`src/rtl/led_pkg.sv`:
```
// Shared constants and types for the LED PWM fader: channel count, pin polarity, level type.
package led_pkg;
    localparam int NUM_LEDS = 6;
    localparam int CLK_HZ   = 27_000_000;
    localparam int PWM_BITS = 8;

    localparam logic LED_OFF = 1'b1;
    localparam logic LED_ON  = 1'b0;

    typedef logic [PWM_BITS-1:0] level_t;
endpackage

```
`src/rtl/led_pwm_channel.sv`:
```
// One LED channel: saturating brightness ramp, period-aligned shadow duty, PWM compare.
// Output is registered; duty only reloads on the period wrap so a period is never cut short.
module led_pwm_channel
    import led_pkg::*;
#(
    parameter int PWM_BITS  = 8,
    parameter int FADE_STEP = 4
) (
    input  logic                sys_clk,
    input  logic                sys_rst_n,
    input  logic                lit_target,
    input  logic                fade_tick,
    input  logic                wrap,
    input  logic [PWM_BITS-1:0] pwm_cnt,
    input  logic                fade_en,
    output logic                led,
    output logic                at_target
);
    localparam logic [PWM_BITS-1:0] MAX    = '1;
    localparam logic [PWM_BITS:0]   MAX_W  = {1'b0, MAX};
    localparam logic [PWM_BITS:0]   STEP_W = (PWM_BITS+1)'(FADE_STEP);

    logic [PWM_BITS-1:0] level_q, level_d;
    logic [PWM_BITS-1:0] duty_q, duty_d;
    logic [PWM_BITS-1:0] target;
    logic [PWM_BITS:0]   up_sum, dn_diff;
    logic                led_q, led_d;
    logic                pwm_lit;

    always_comb begin
        target  = lit_target ? MAX : '0;
        up_sum  = {1'b0, level_q} + STEP_W;
        dn_diff = {1'b0, level_q} - STEP_W;

        level_d = level_q;
        if (!fade_en) begin
            level_d = target;
        end else if (fade_tick) begin
            // The extra bit catches overshoot past MAX and the borrow below 0.
            if (lit_target) begin
                level_d = (up_sum > MAX_W) ? MAX : up_sum[PWM_BITS-1:0];
            end else begin
                level_d = dn_diff[PWM_BITS] ? '0 : dn_diff[PWM_BITS-1:0];
            end
        end

        duty_d = duty_q;
        if (!fade_en) begin
            duty_d = target;
        end else if (wrap) begin
            duty_d = level_q;
        end

        pwm_lit = (duty_q == MAX) || (pwm_cnt < duty_q);
        if (fade_en) begin
            led_d = pwm_lit ? LED_ON : LED_OFF;
        end else begin
            led_d = lit_target ? LED_ON : LED_OFF;
        end
    end

    always_ff @(posedge sys_clk) begin
        if (!sys_rst_n) begin
            level_q <= '0;
            duty_q  <= '0;
            led_q   <= LED_OFF;
        end else begin
            level_q <= level_d;
            duty_q  <= duty_d;
            led_q   <= led_d;
        end
    end

    assign led       = led_q;
    assign at_target = (level_q == target);
endmodule

```
`src/rtl/led_pwm_fader.sv`:
```
// Per-LED PWM fader behind the shifting pattern generator; bypass passes the pattern through.
// Latency pattern_in->led_out is 2 cycles in bypass; no backpressure, runs every sys_clk.
module led_pwm_fader
    import led_pkg::*;
#(
    parameter int NUM_LEDS         = led_pkg::NUM_LEDS,
    parameter int PWM_BITS         = led_pkg::PWM_BITS,
    parameter int PWM_DIV          = 4,
    parameter int FADE_TICK_CYCLES = 27000,
    parameter int FADE_STEP        = 4
) (
    input  logic                sys_clk,
    input  logic                sys_rst_n,
    input  logic [NUM_LEDS-1:0] pattern_in,
    input  logic                fade_en,
    output logic [NUM_LEDS-1:0] led_out,
    output logic                settled
);
    localparam int PRE_W = (PWM_DIV > 1) ? $clog2(PWM_DIV) : 1;
    localparam int FT_W  = (FADE_TICK_CYCLES > 1) ? $clog2(FADE_TICK_CYCLES) : 1;
    localparam logic [PRE_W-1:0]    PRE_LAST = PRE_W'(PWM_DIV - 1);
    localparam logic [FT_W-1:0]     FT_LAST  = FT_W'(FADE_TICK_CYCLES - 1);
    localparam logic [PWM_BITS-1:0] PWM_MAX  = '1;

    logic [NUM_LEDS-1:0] pattern_q, pattern_d;
    logic [PRE_W-1:0]    pwm_pre_q, pwm_pre_d;
    logic [PWM_BITS-1:0] pwm_cnt_q, pwm_cnt_d;
    logic [FT_W-1:0]     fade_cnt_q, fade_cnt_d;
    logic                settled_q, settled_d;

    logic                pre_last;
    logic                fade_tick;
    logic                wrap;
    logic [NUM_LEDS-1:0] led_bits;
    logic [NUM_LEDS-1:0] at_target;

    always_comb begin
        pre_last   = (pwm_pre_q == PRE_LAST);
        fade_tick  = (fade_cnt_q == FT_LAST);
        wrap       = pre_last && (pwm_cnt_q == PWM_MAX);

        pwm_pre_d  = pre_last ? '0 : pwm_pre_q + PRE_W'(1);
        // pwm_cnt wraps MAX->0 through natural overflow.
        pwm_cnt_d  = pre_last ? pwm_cnt_q + PWM_BITS'(1) : pwm_cnt_q;
        fade_cnt_d = fade_tick ? '0 : fade_cnt_q + FT_W'(1);

        pattern_d  = pattern_in;
        settled_d  = &at_target;
    end

    always_ff @(posedge sys_clk) begin
        if (!sys_rst_n) begin
            pattern_q  <= '1;
            pwm_pre_q  <= '0;
            pwm_cnt_q  <= '0;
            fade_cnt_q <= '0;
            settled_q  <= 1'b1;
        end else begin
            pattern_q  <= pattern_d;
            pwm_pre_q  <= pwm_pre_d;
            pwm_cnt_q  <= pwm_cnt_d;
            fade_cnt_q <= fade_cnt_d;
            settled_q  <= settled_d;
        end
    end

    for (genvar i = 0; i < NUM_LEDS; i++) begin : g_ch
        led_pwm_channel #(
            .PWM_BITS  (PWM_BITS),
            .FADE_STEP (FADE_STEP)
        ) u_ch (
            .sys_clk    (sys_clk),
            .sys_rst_n  (sys_rst_n),
            .lit_target (pattern_q[i] == LED_ON),
            .fade_tick  (fade_tick),
            .wrap       (wrap),
            .pwm_cnt    (pwm_cnt_q),
            .fade_en    (fade_en),
            .led        (led_bits[i]),
            .at_target  (at_target[i])
        );
    end

    assign led_out = led_bits;
    assign settled = settled_q;
endmodule

```
`config.mk`:
```
export PLATFORM = sky130hd
export DESIGN_NAME = led_pwm_fader
export DESIGN_NICKNAME = d
export VERILOG_FILES = /design/src/rtl/led_pkg.sv /design/src/rtl/led_pwm_channel.sv /design/src/rtl/led_pwm_fader.sv
export SDC_FILE = /design/constraint.sdc
export NUM_CORES = 1
export LEC_CHECK = 0
export CORE_ASPECT_RATIO = 0.8
export CORE_MARGIN = 2
export CORE_UTILIZATION = 25
export DETAILED_ROUTE_END_ITERATION = 16
export GPL_TIMING_DRIVEN = 0
export PLACE_DENSITY = 0.5
export SYNTH_ARGS = -nofsm -noshare
export SYNTH_HDL_FRONTEND = slang
export SYNTH_HIERARCHICAL = 1
export SYNTH_SLANG_ARGS = --single-unit
```
`constraint.sdc`:
```
create_clock -name sys_clk -period 4.65 [get_ports sys_clk]
set_clock_uncertainty 0.15 [all_clocks]
set_input_delay 0.93 -clock sys_clk [delete_from_list [all_inputs] [get_ports sys_clk]]
set_output_delay 0.93 -clock sys_clk [all_outputs]
set_load 0.02 [all_outputs]
```
==> metrics <==
status=finished, final reports clean; Switching Power=866.6 uW; multi-input logic area=5041 um2; Yosys reg bits=122; Layout area overhead=16.73%; gr usage total=12.94%; final hold viol count=0; total gr overflow=0; Critical Path AT=3.68 ns; Via-to-Cell Ratio=between 4 and 5; terminus of the critical flop-to-flop path=g_ch[4].u_ch/level_q[5]; period utilisation layout=74.80%; simple-gate share of the synthesized area=~24%; sequential fraction of the synthesis area=29.93%; CTS max path bufs=2; Final setup viols=0; r2r worst-path depth=8; largest net degree at the start of global routing=28; Max FO, Critical Path=10; cells after synthesis=1,004; # fillers=about 3.5k; vias in the first global route=roughly 6.8k; switching share of power=a little over a quarter; global-route wire length before repair=35,240 um; chip height=165.6 um; GP Congestion=between 0.8 and 0.9; hold_sp=pwm_pre_q[0]; post_cts resized=0; number of synthesized flops with an enable pin=0; f_max=0.2875 GHz; FF+latch area=about 2400 um2; DRT Pass-1 Iters=7; reg-to-reg setup timing slack=1.17 ns; I/O Buffers=15; xor/xnor cell area share of the yosys netlist=3.972%; ys async rst share=0%; cts bufs inserted=17; Slew HR=approximately 16%; met3 wire len=938 um; via count=7,344; Synth cell types=52; met2 routed WL=9031 um; Pwr Density=340.7 nW/um2; CTS sink count=between 100 and 150; clock-pin slew on the worst setup and hold paths=0.06 ns; mux contribution to synthesized area=6.103%; hold depth=1; initial antenna violation count=0; WL final=21,140 um; Combinational Power Share=roughly 16%; Internal=2378 uW; crit path capture type=flip-flop; max-slew violations=0; number of remaining DRC errors=0; # IOs=16; antenna-violating nets left=0; Hold Path Sink=pwm_pre_q[0]; CP required=4.85 ns; die area=34,110 um2; setup TNS=0 ns; largest area contributor in the netlist=dfxtp_1; Rows=59; layout cells sized above 1=10.18%; met1 wire length=10,980 um; warning count from the yosys run=6; most frequent cells after synthesis=122 x dfxtp_1, 95 x nor2_1, 75 x inv_1, 75 x nand2_1, 72 x a21oi_1; top-count cell post-synth=dfxtp_1; initial core utilization=25.23%; CTS tree=done; CTS Root Cell=clkbuf_16; Leak=0.003557 uW; DR top layer=met4; largest vdd supply drop=240.8 uV; hold crit path type=flip-flop to flip-flop; crit start category=flip-flop; maxcap violations=0; top post-synthesis cells by area=dfxtp_1 30%, ha_1 9.7%, mux2i_1 5.3%, a21oi_1 4.4%, nor2_1 4.4%; die width=206.0 um; Sequential Power Share=35.9%; Clock Latency Late Sink=0.43 ns; R2R Path Start=fade_cnt_q[0]; # diodes=0; nets=roughly 1.1k; worst slew pin tran=1.260 ns; Top FF cell, synth=dfxtp_1; Setup Buffers After CTS=0; DP Cell Count=between 1k and 1.5k; Setup CP Type=flip-flop to flip-flop; hold buffer count at CTS=0; Post-DP HPWL=14,630 um; final std cells w/o fill=1,478; Avg Cell Area, Syn=just over 8 um2; Post-Synth Adder-Cell Area=9.661%; largest family of logic cells by synthesized area=simple AND/OR/NAND/NOR gates; RSZ-0062 raised after global routing=false; top-area cell type share of the netlist area=29.93%; Synth Area in Compound Gates=17.88%; drt wl/cell=around 14 um; clock period minus worst slack=about 3.5 ns; mapped cell area=8159 um2; DRT iter0 DRCs=474; Synth Net Count=1,076; Clk pwr share=between 40% and 50%; H-tree depth=4; core area=32,330 um2
## state kept, by name (all words and copies together), names as in the netlist
name               count
fade_cnt_q            15
g_ch.u_ch/duty_q      42
g_ch.u_ch/led          6
g_ch.u_ch/level_q     42
pattern_q              6
pwm_cnt_q              8
pwm_pre_q              2
settled                1
## worst max-delay path: stages (launching register included)
cell	delay (ns)
dfxtp_1	0.39
ha_1	0.25
nand4_1	0.25
nor4_2	1.05
buf_2	0.38
nand2b_1	0.27
nor2_1	0.10
or4_1	0.40
o21ai_1	0.16
## layer usage
layer / vias up / global-route usage, %
met4: 0 / 3.474
met1: 3472 / 18.66
met2: 159 / 19.23
met5: - / 0
li1: 3695 / -
met3: 18 / 2.904
## power groups by stage
stage	logic [uW]	registers [uW]	clock network, uW
floorplan	386	1180	0
global placement	512	1190	0
detailed placement	513	1190	0
CTS	516	1160	1600
global route	580	1170	1650
finish	516	1160	1560
## final cells by class
| cell class | instances | area share, % |
|---|---|---|
| clock inverter | 11 | 2.260 |
| clock buffer | 21 | 4.940 |
| sequential | 122 | 25.64 |
| buffer | 63 | 3.902 |
| timing repair buffer | 15 | 1.524 |
| inverter | 81 | 3.192 |
| multi-input combinational | 738 | 52.93 |
| tap | 427 | 5.610 |
## logic make-up (layout without fill, tap and decap cells)
logic type / Yosys count / after routing
buffers and inverters: 144 / 191
AND/OR/NAND/NOR: 358 / 358
multiplexers: 49 / 49
adder cells (fa/ha/maj): 63 / 63
flip-flops: 122 / 122
XOR/XNOR: 37 / 37
AO/OA/AOI/OAI: 231 / 231
## how the worst max path moves through the flow
stage	slack (ns)	depth (start not counted)	end	from
after global placement	0.70	4	g_ch[2].u_ch/level_q[5]	sys_rst_n
final	1.17	8	g_ch[4].u_ch/level_q[5]	fade_cnt_q[0]
after CTS	1.11	8	g_ch[2].u_ch/level_q[5]	fade_cnt_q[0]
after detailed placement	0.92	7	g_ch[4].u_ch/level_q[5]	fade_en
after floorplan	2.20	7	g_ch[0].u_ch/level_q[5]	fade_cnt_q[3]
after global routing	0.99	8	g_ch[5].u_ch/level_q[5]	fade_cnt_q[0]
## placed cells by master, fill, tap and decap left out, drive strengths merged, types with 14 or more instances in the layout
master         instances
clkbuf                47
clkdlybuf4s50         14
mux2i                 43
nand2b                25
o21ai                 68
xnor2                 24
nand2                 75
ha                    63
nand3                 22
nor3                  35
dfxtp                122
a21oi                 72
nor2                 101
buf                   38
inv                   75
nand4                 33
## per-stage QoR
stage / hold WS [ns] / worst slack [ns] / utilization, % / area, um2 / total power [uW]
final: 0.2785 / 1.172 / 29.46 / 9524 / 3245
after global routing: 0.2914 / 0.9935 / 29.46 / 9524 / 3401
after CTS: 0.2799 / 1.113 / 29.46 / 9524 / 3285
after detailed placement: 0.2714 / 0.9164 / 27.34 / 8838 / 1700
after global placement: 0.2621 / 0.6990 / 27.35 / 8843 / 1699
after floorplan: 0.2533 / 2.203 / - / 8159 / 1562
(Power assumes the default switching activity.)
